<file path="config.mk">
export PLATFORM = sky130hd
export DESIGN_NAME = rpn_token_sequencer
export DESIGN_NICKNAME = d
export VERILOG_FILES = /design/src/rtl/rpn_token_sequencer.sv
export SDC_FILE = /design/constraint.sdc
export NUM_CORES = 1
export LEC_CHECK = 0
export ABC_CLOCK_PERIOD_IN_PS = 5700
export CORE_MARGIN = 2
export CORE_UTILIZATION = 47
export CTS_BUF_LIST = sky130_fd_sc_hd__clkbuf_16
export CTS_CLUSTER_SIZE = 40
export DETAILED_ROUTE_END_ITERATION = 8
export GPL_ROUTABILITY_DRIVEN = 0
export MAX_ROUTING_LAYER = met4
export PLACE_DENSITY = 0.83
export REMOVE_ABC_BUFFERS = 1
export SLEW_MARGIN = 10
export SYNTH_ARGS = -nofsm -noshare
export SYNTH_HDL_FRONTEND = slang
export SYNTH_SLANG_ARGS = --single-unit
</file>
<file path="constraint.sdc">
create_clock -name clk -period 5.7 [get_ports clk]
set_input_delay 0.57 -clock clk [delete_from_list [all_inputs] [get_ports clk]]
set_output_delay 0.57 -clock clk [all_outputs]
set_load 0.01 [all_outputs]
</file>
<file path="src/rtl/rpn_token_sequencer.sv">
// RPN token sequencer: turns a postfix token stream into stack-ALU commands,
// tracks stack depth for malformed expressions and returns the popped result.
module rpn_token_sequencer #(
  parameter int unsigned DATA_WIDTH  = 16,
  parameter int unsigned STACK_SIZE  = 64,
  parameter int unsigned ALU_LATENCY = 1
) (
  input  logic                  clk,
  input  logic                  rst_n,
  input  logic                  tok_valid,
  output logic                  tok_ready,
  input  logic                  tok_is_op,
  input  logic                  tok_op,
  input  logic [DATA_WIDTH-1:0] tok_value,
  input  logic                  tok_last,
  output logic [2:0]            alu_opcode,
  output logic [DATA_WIDTH-1:0] alu_input_data,
  input  logic [DATA_WIDTH-1:0] alu_output_data,
  input  logic                  alu_overflow,
  output logic                  res_valid,
  input  logic                  res_ready,
  output logic [DATA_WIDTH-1:0] res_data,
  output logic                  res_overflow,
  output logic                  res_error
);

  localparam int unsigned DEPTH_W = $clog2(STACK_SIZE + 1);
  localparam int unsigned WAIT_W  = $clog2(ALU_LATENCY + 1) + 1;
  localparam int unsigned PIPE_W  = ALU_LATENCY;

  localparam logic [2:0] OP_NOP  = 3'b000;
  localparam logic [2:0] OP_ADD  = 3'b100;
  localparam logic [2:0] OP_MUL  = 3'b101;
  localparam logic [2:0] OP_PUSH = 3'b110;
  localparam logic [2:0] OP_POP  = 3'b111;

  localparam logic [PIPE_W-1:0] PIPE_MSB = PIPE_W'(1 << (PIPE_W - 1));

  typedef enum logic [1:0] {
    ST_ACCEPT,
    ST_POP,
    ST_DRAIN,
    ST_RESULT
  } state_t;

  state_t              state;
  logic [DEPTH_W-1:0]  depth;
  logic                err;
  logic                ovf;
  logic [PIPE_W-1:0]   ovf_pipe;
  logic                popped;
  logic [WAIT_W-1:0]   wait_cnt;

  logic                accept_c;
  logic                arith_c;
  logic                ovf_next_c;
  logic                ovf_later_c;
  logic [2:0]          tok_cmd_c;
  logic                tok_err_c;
  logic                err_after_c;
  logic [DEPTH_W-1:0]  depth_after_c;

  assign accept_c    = tok_valid && tok_ready;
  assign arith_c     = (alu_opcode == OP_ADD) || (alu_opcode == OP_MUL);
  // ovf_pipe MSB marks the cycle whose alu_overflow belongs to an earlier ADD/MUL
  assign ovf_next_c  = ovf | (ovf_pipe[PIPE_W-1] & alu_overflow);
  assign ovf_later_c = arith_c | (|(ovf_pipe & ~PIPE_MSB));
  assign err_after_c = err | tok_err_c;

  // Command and depth effect of the token currently offered
  always_comb begin
    tok_cmd_c     = OP_NOP;
    tok_err_c     = 1'b0;
    depth_after_c = depth;
    if (!err) begin
      if (tok_is_op) begin
        if (depth < DEPTH_W'(2)) begin
          tok_err_c = 1'b1;
        end else begin
          tok_cmd_c     = tok_op ? OP_MUL : OP_ADD;
          depth_after_c = depth - DEPTH_W'(1);
        end
      end else if (depth == DEPTH_W'(STACK_SIZE)) begin
        tok_err_c = 1'b1;
      end else begin
        tok_cmd_c     = OP_PUSH;
        depth_after_c = depth + DEPTH_W'(1);
      end
    end
  end

  always_ff @(posedge clk or negedge rst_n) begin
    if (!rst_n) begin
      state          <= ST_ACCEPT;
      depth          <= '0;
      err            <= 1'b0;
      ovf            <= 1'b0;
      ovf_pipe       <= '0;
      popped         <= 1'b0;
      wait_cnt       <= '0;
      tok_ready      <= 1'b0;
      alu_opcode     <= OP_NOP;
      alu_input_data <= '0;
      res_valid      <= 1'b0;
      res_data       <= '0;
      res_overflow   <= 1'b0;
      res_error      <= 1'b0;
    end else begin
      alu_opcode <= OP_NOP;
      ovf_pipe   <= PIPE_W'({ovf_pipe, arith_c});
      ovf        <= ovf_next_c;

      case (state)
        ST_ACCEPT: begin
          tok_ready <= 1'b1;
          if (accept_c) begin
            alu_opcode <= tok_cmd_c;
            if (tok_cmd_c == OP_PUSH) begin
              alu_input_data <= tok_value;
            end
            depth <= depth_after_c;
            err   <= err_after_c;
            if (tok_last) begin
              tok_ready <= 1'b0;
              if (!err_after_c && depth_after_c == DEPTH_W'(1)) begin
                state  <= ST_POP;
                popped <= 1'b0;
              end else begin
                err      <= 1'b1;
                res_data <= '0;
                if (depth_after_c == '0) begin
                  state        <= ST_RESULT;
                  res_valid    <= 1'b1;
                  res_error    <= 1'b1;
                  res_overflow <= ovf_next_c;
                end else begin
                  state <= ST_DRAIN;
                end
              end
            end
          end
        end

        // Pop the single result, then wait for it to appear on the ALU output
        ST_POP: begin
          if (!popped) begin
            alu_opcode <= OP_POP;
            depth      <= '0;
            popped     <= 1'b1;
            wait_cnt   <= '0;
          end else if (wait_cnt == WAIT_W'(ALU_LATENCY)) begin
            res_data     <= alu_output_data;
            res_overflow <= ovf_next_c;
            res_error    <= err;
            res_valid    <= 1'b1;
            state        <= ST_RESULT;
          end else begin
            wait_cnt <= wait_cnt + WAIT_W'(1);
          end
        end

        // Empty the ALU stack so the next expression starts clean
        ST_DRAIN: begin
          if (depth != '0) begin
            alu_opcode <= OP_POP;
            depth      <= depth - DEPTH_W'(1);
          end else if (!ovf_later_c) begin
            res_data     <= '0;
            res_overflow <= ovf_next_c;
            res_error    <= 1'b1;
            res_valid    <= 1'b1;
            state        <= ST_RESULT;
          end
        end

        ST_RESULT: begin
          if (res_ready) begin
            res_valid <= 1'b0;
            err       <= 1'b0;
            ovf       <= 1'b0;
            tok_ready <= 1'b1;
            state     <= ST_ACCEPT;
          end
        end

        default: begin
          state <= ST_ACCEPT;
        end
      endcase
    end
  end

endmodule

</file>
==> flow_summary_export.csv <==
group,metric,value,unit
yosys,yosys_register_bits,54,
clock_network,numCtsBuffers,5,
grt,grt_pass1_vias,2509,
route,vias,2603,
power,leakage,1.68,nW
grt,grt_first_pass_wirelength,12.1,mm
floorplan,rows,29,
critical_path,rr_startpoint,"depth[0]",
timing,final-setup-viol-count,0,
route,wl_per_cell,16.0,um
clock_network,clock-sinks,54,
floorplan,die_w,84.7,um
floorplan,io_pins,79,
floorplan,core_area,6310,um^2
placement,dp_slack,2.28,ns
timing,skew,0.00337,ns
yosys,yosysTopAreaCellShare,0.442,
cells_and_area,drive_gt1_frac,0.0969,
route,drt_iter0_markers,193,
floorplan,die-height,84.7,um
cells_and_area,nets,430,
clock_network,cts_tree,"yes",
yosys,netlist_instances,313,
yosys,synth_area,3060,um^2
critical_path,timing.rr.end,"res_data[6]",
yosys,synth.distinct_cells,64,
critical_path,cp-start-kind,"primary input",
route,postRouteAntennaNets,0,
power,vdd_drop_max,0.293,mV
critical_path,reg2regPathDepth,9,
cells_and_area,syn_to_final_growth,31.3,%
yosys,synthTopCellsByArea,"dfrtp_1, mux2i_1, mux2_2",
critical_path,criticalPathCategory,"primary input to flip-flop",
floorplan,start_util,0.485,
route,dr.pass1.iters,5,
route,drc,0,
yosys,synth_common_cells,"dfrtp_1, nand2_1, inv_1",
critical_path,cp-startpoint,"tok_is_op",
grt,grt.total_usage,0.214,
yosys,synth_async_sr_flop_share,1.00,
floorplan,fp.dieArea,7170,um^2
critical_path,crit_path_end_kind,"flip-flop",
worst_hold_path,hold_class,"primary input to asynchronous set/reset pin",
power,powerDensity,600,nW/um^2
timing,postLayoutSetupSlackWorst,2.52,ns
clock_network,htreeDepth,2,
critical_path,crit_arrival,3.32,ns
clock_network,insertion_delay,0.29,ns
clock_network,ctsResizeCount,0,
timing,finalCriticalPeriod,3.18,ns
timing,slew_viol_final,0,
yosys,ys_seq_area_frac,0.442,
clock_network,hold_buffers,0,
critical_path,r2r_slack,2.67,ns
grt,grt_max_degree,55,
clock_network,cts_root_buf,"clkbuf_16",
clock_network,post-cts-setup-buffers,0,
placement,dpl.hpwl,5.35,mm
outcome,status,"complete, no violations",
critical_path,crit_required,5.84,ns
clock_network,cts_buffer_depth,2,
placement,io_buffers,78,
yosys,synth_top_area_cell,"dfrtp_1",
route,drt-total-wl,7.36,mm
power,total_power,0.00241,W
yosys,synth_warnings,0,
critical_path,crit_fanout,16,
grt,antenna_found_initial,0,
yosys,synth-edff-count,0,
critical_path,endpoint,"res_data[6]",
grt,grt_overflow,0,
timing,fin_setup_tns,0,ns
timing,max_freq,314,MHz
clock_network,path_clk_slew,0.07,ns
run,drv_cap,0,
yosys,synth.most_common_cell,"dfrtp_1",
timing,worst_slew_pin_slew,0.880,ns
timing,rsz0062_at_grt,"no",
timing,post-route-period-util,0.558,
yosys,syn-mean-instance-area,9.77,um^2
timing,hold_violations,0,
timing,slew_headroom,0.413,
route,avgViaCountPerCell,5.67,
cells_and_area,antenna_cells,0,
yosys,ys.flop_type,"dfrtp_1",
-- metrics by stage --
stage	hold WS [ns]	cells	utilization	area, um^2
global placement	0.445	451	0.609	3840
finish	0.382	459	0.636	4020
floorplan	0.274	295	-	2970
detailed placement	0.454	451	0.609	3840
CTS	0.425	459	0.636	4020
global route	0.460	459	0.636	4020
-- power by group --
| part | internal, W | total, W | leakage [nW] | switching, W |
|---|---|---|---|---|
| logic | 0.000638 | 0.00134 | 0.918 | 0.000706 |
| registers | 0.000564 | 0.000716 | 0.682 | 0.000152 |
| clock network | 0.000210 | 0.000350 | 0.0844 | 0.000141 |
| total | 0.00141 | 0.00241 | 1.68 | 0.000999 |
-- cell type report --
type,count,area (um^2)
clock inverter,3,47.5
timing repair buffer,79,783
clock buffer,5,125
multi-input combinational,208,1490
fill,501,2300
tap,77,96.3
sequential,54,1350
inverter,33,124
-- cell usage in the layout, fill, tap and decap left out, drive strengths merged, types with 2 or more instances in the layout --
cell type and count:
clkbuf 5, nand3 6, mux2i 19, o32a 2, mux2 17, o211a 2, nand2 36, a21oi 20
o211ai 2, o22ai 5, nor2 11, nor3 7, clkdlybuf4s50 77, ha 9, nand4 4, inv 34
or4 2, dfrtp 54, nor4 5, a211o 2, o21ai 16, nand2b 5, or3 3, a31oi 4
a211oi 2, buf 2
-- worst min-delay path by stage --
stage	startpoint	to	slack, ns	depth (start not counted)
finish	rst_n	depth[4]	0.38	2
global route	rst_n	depth[3]	0.46	2
CTS	rst_n	depth[4]	0.42	2
detailed placement	alu_opcode[1]	ovf_pipe	0.45	1
global placement	alu_opcode[1]	ovf_pipe	0.44	1
floorplan	rst_n	alu_input_data[0]	0.27	0
-- worst max-delay path: stages --
cell and delay, ns:
clkdlybuf4s50_1 0.80, inv_1 0.23, o311ai_0 0.50, nand3_1 0.25, nor4_4 0.49, a21oi_4 0.27
mux2i_1 0.20
-- routing by layer --
| metal | up-vias | track usage | wire length (um) |
|---|---|---|---|
| met4 | 0 | 0.0635 | 92 |
| li1 | 1249 | - | - |
| met3 | 11 | 0.0285 | 466 |
| met1 | 1233 | 0.285 | 3210 |
| met5 | - | - | 0 |
| met2 | 110 | 0.344 | 3590 |
-- sequential cells by signal (all words and copies together), names as in the netlist --
name            count
alu_opcode          3
res_valid           1
wait_cnt            2
state               2
popped              1
ovf                 1
res_overflow        1
ovf_pipe            1
depth               7
alu_input_data     16
err                 1
res_data           16
res_error           1
tok_ready           1
-- kinds of logic after synthesis --
group | after synthesis | synth area share
multiplexers | 36 | 0.125
AO/OA/AOI/OAI | 73 | 0.167
AND/OR/NAND/NOR | 89 | 0.155
buffers and inverters | 51 | 0.0712
flip-flops | 54 | 0.442
adder cells (fa/ha/maj) | 9 | 0.0368
XOR/XNOR | 1 | 0.00286
No activity file was read; power rests on OpenSTA's default activity.
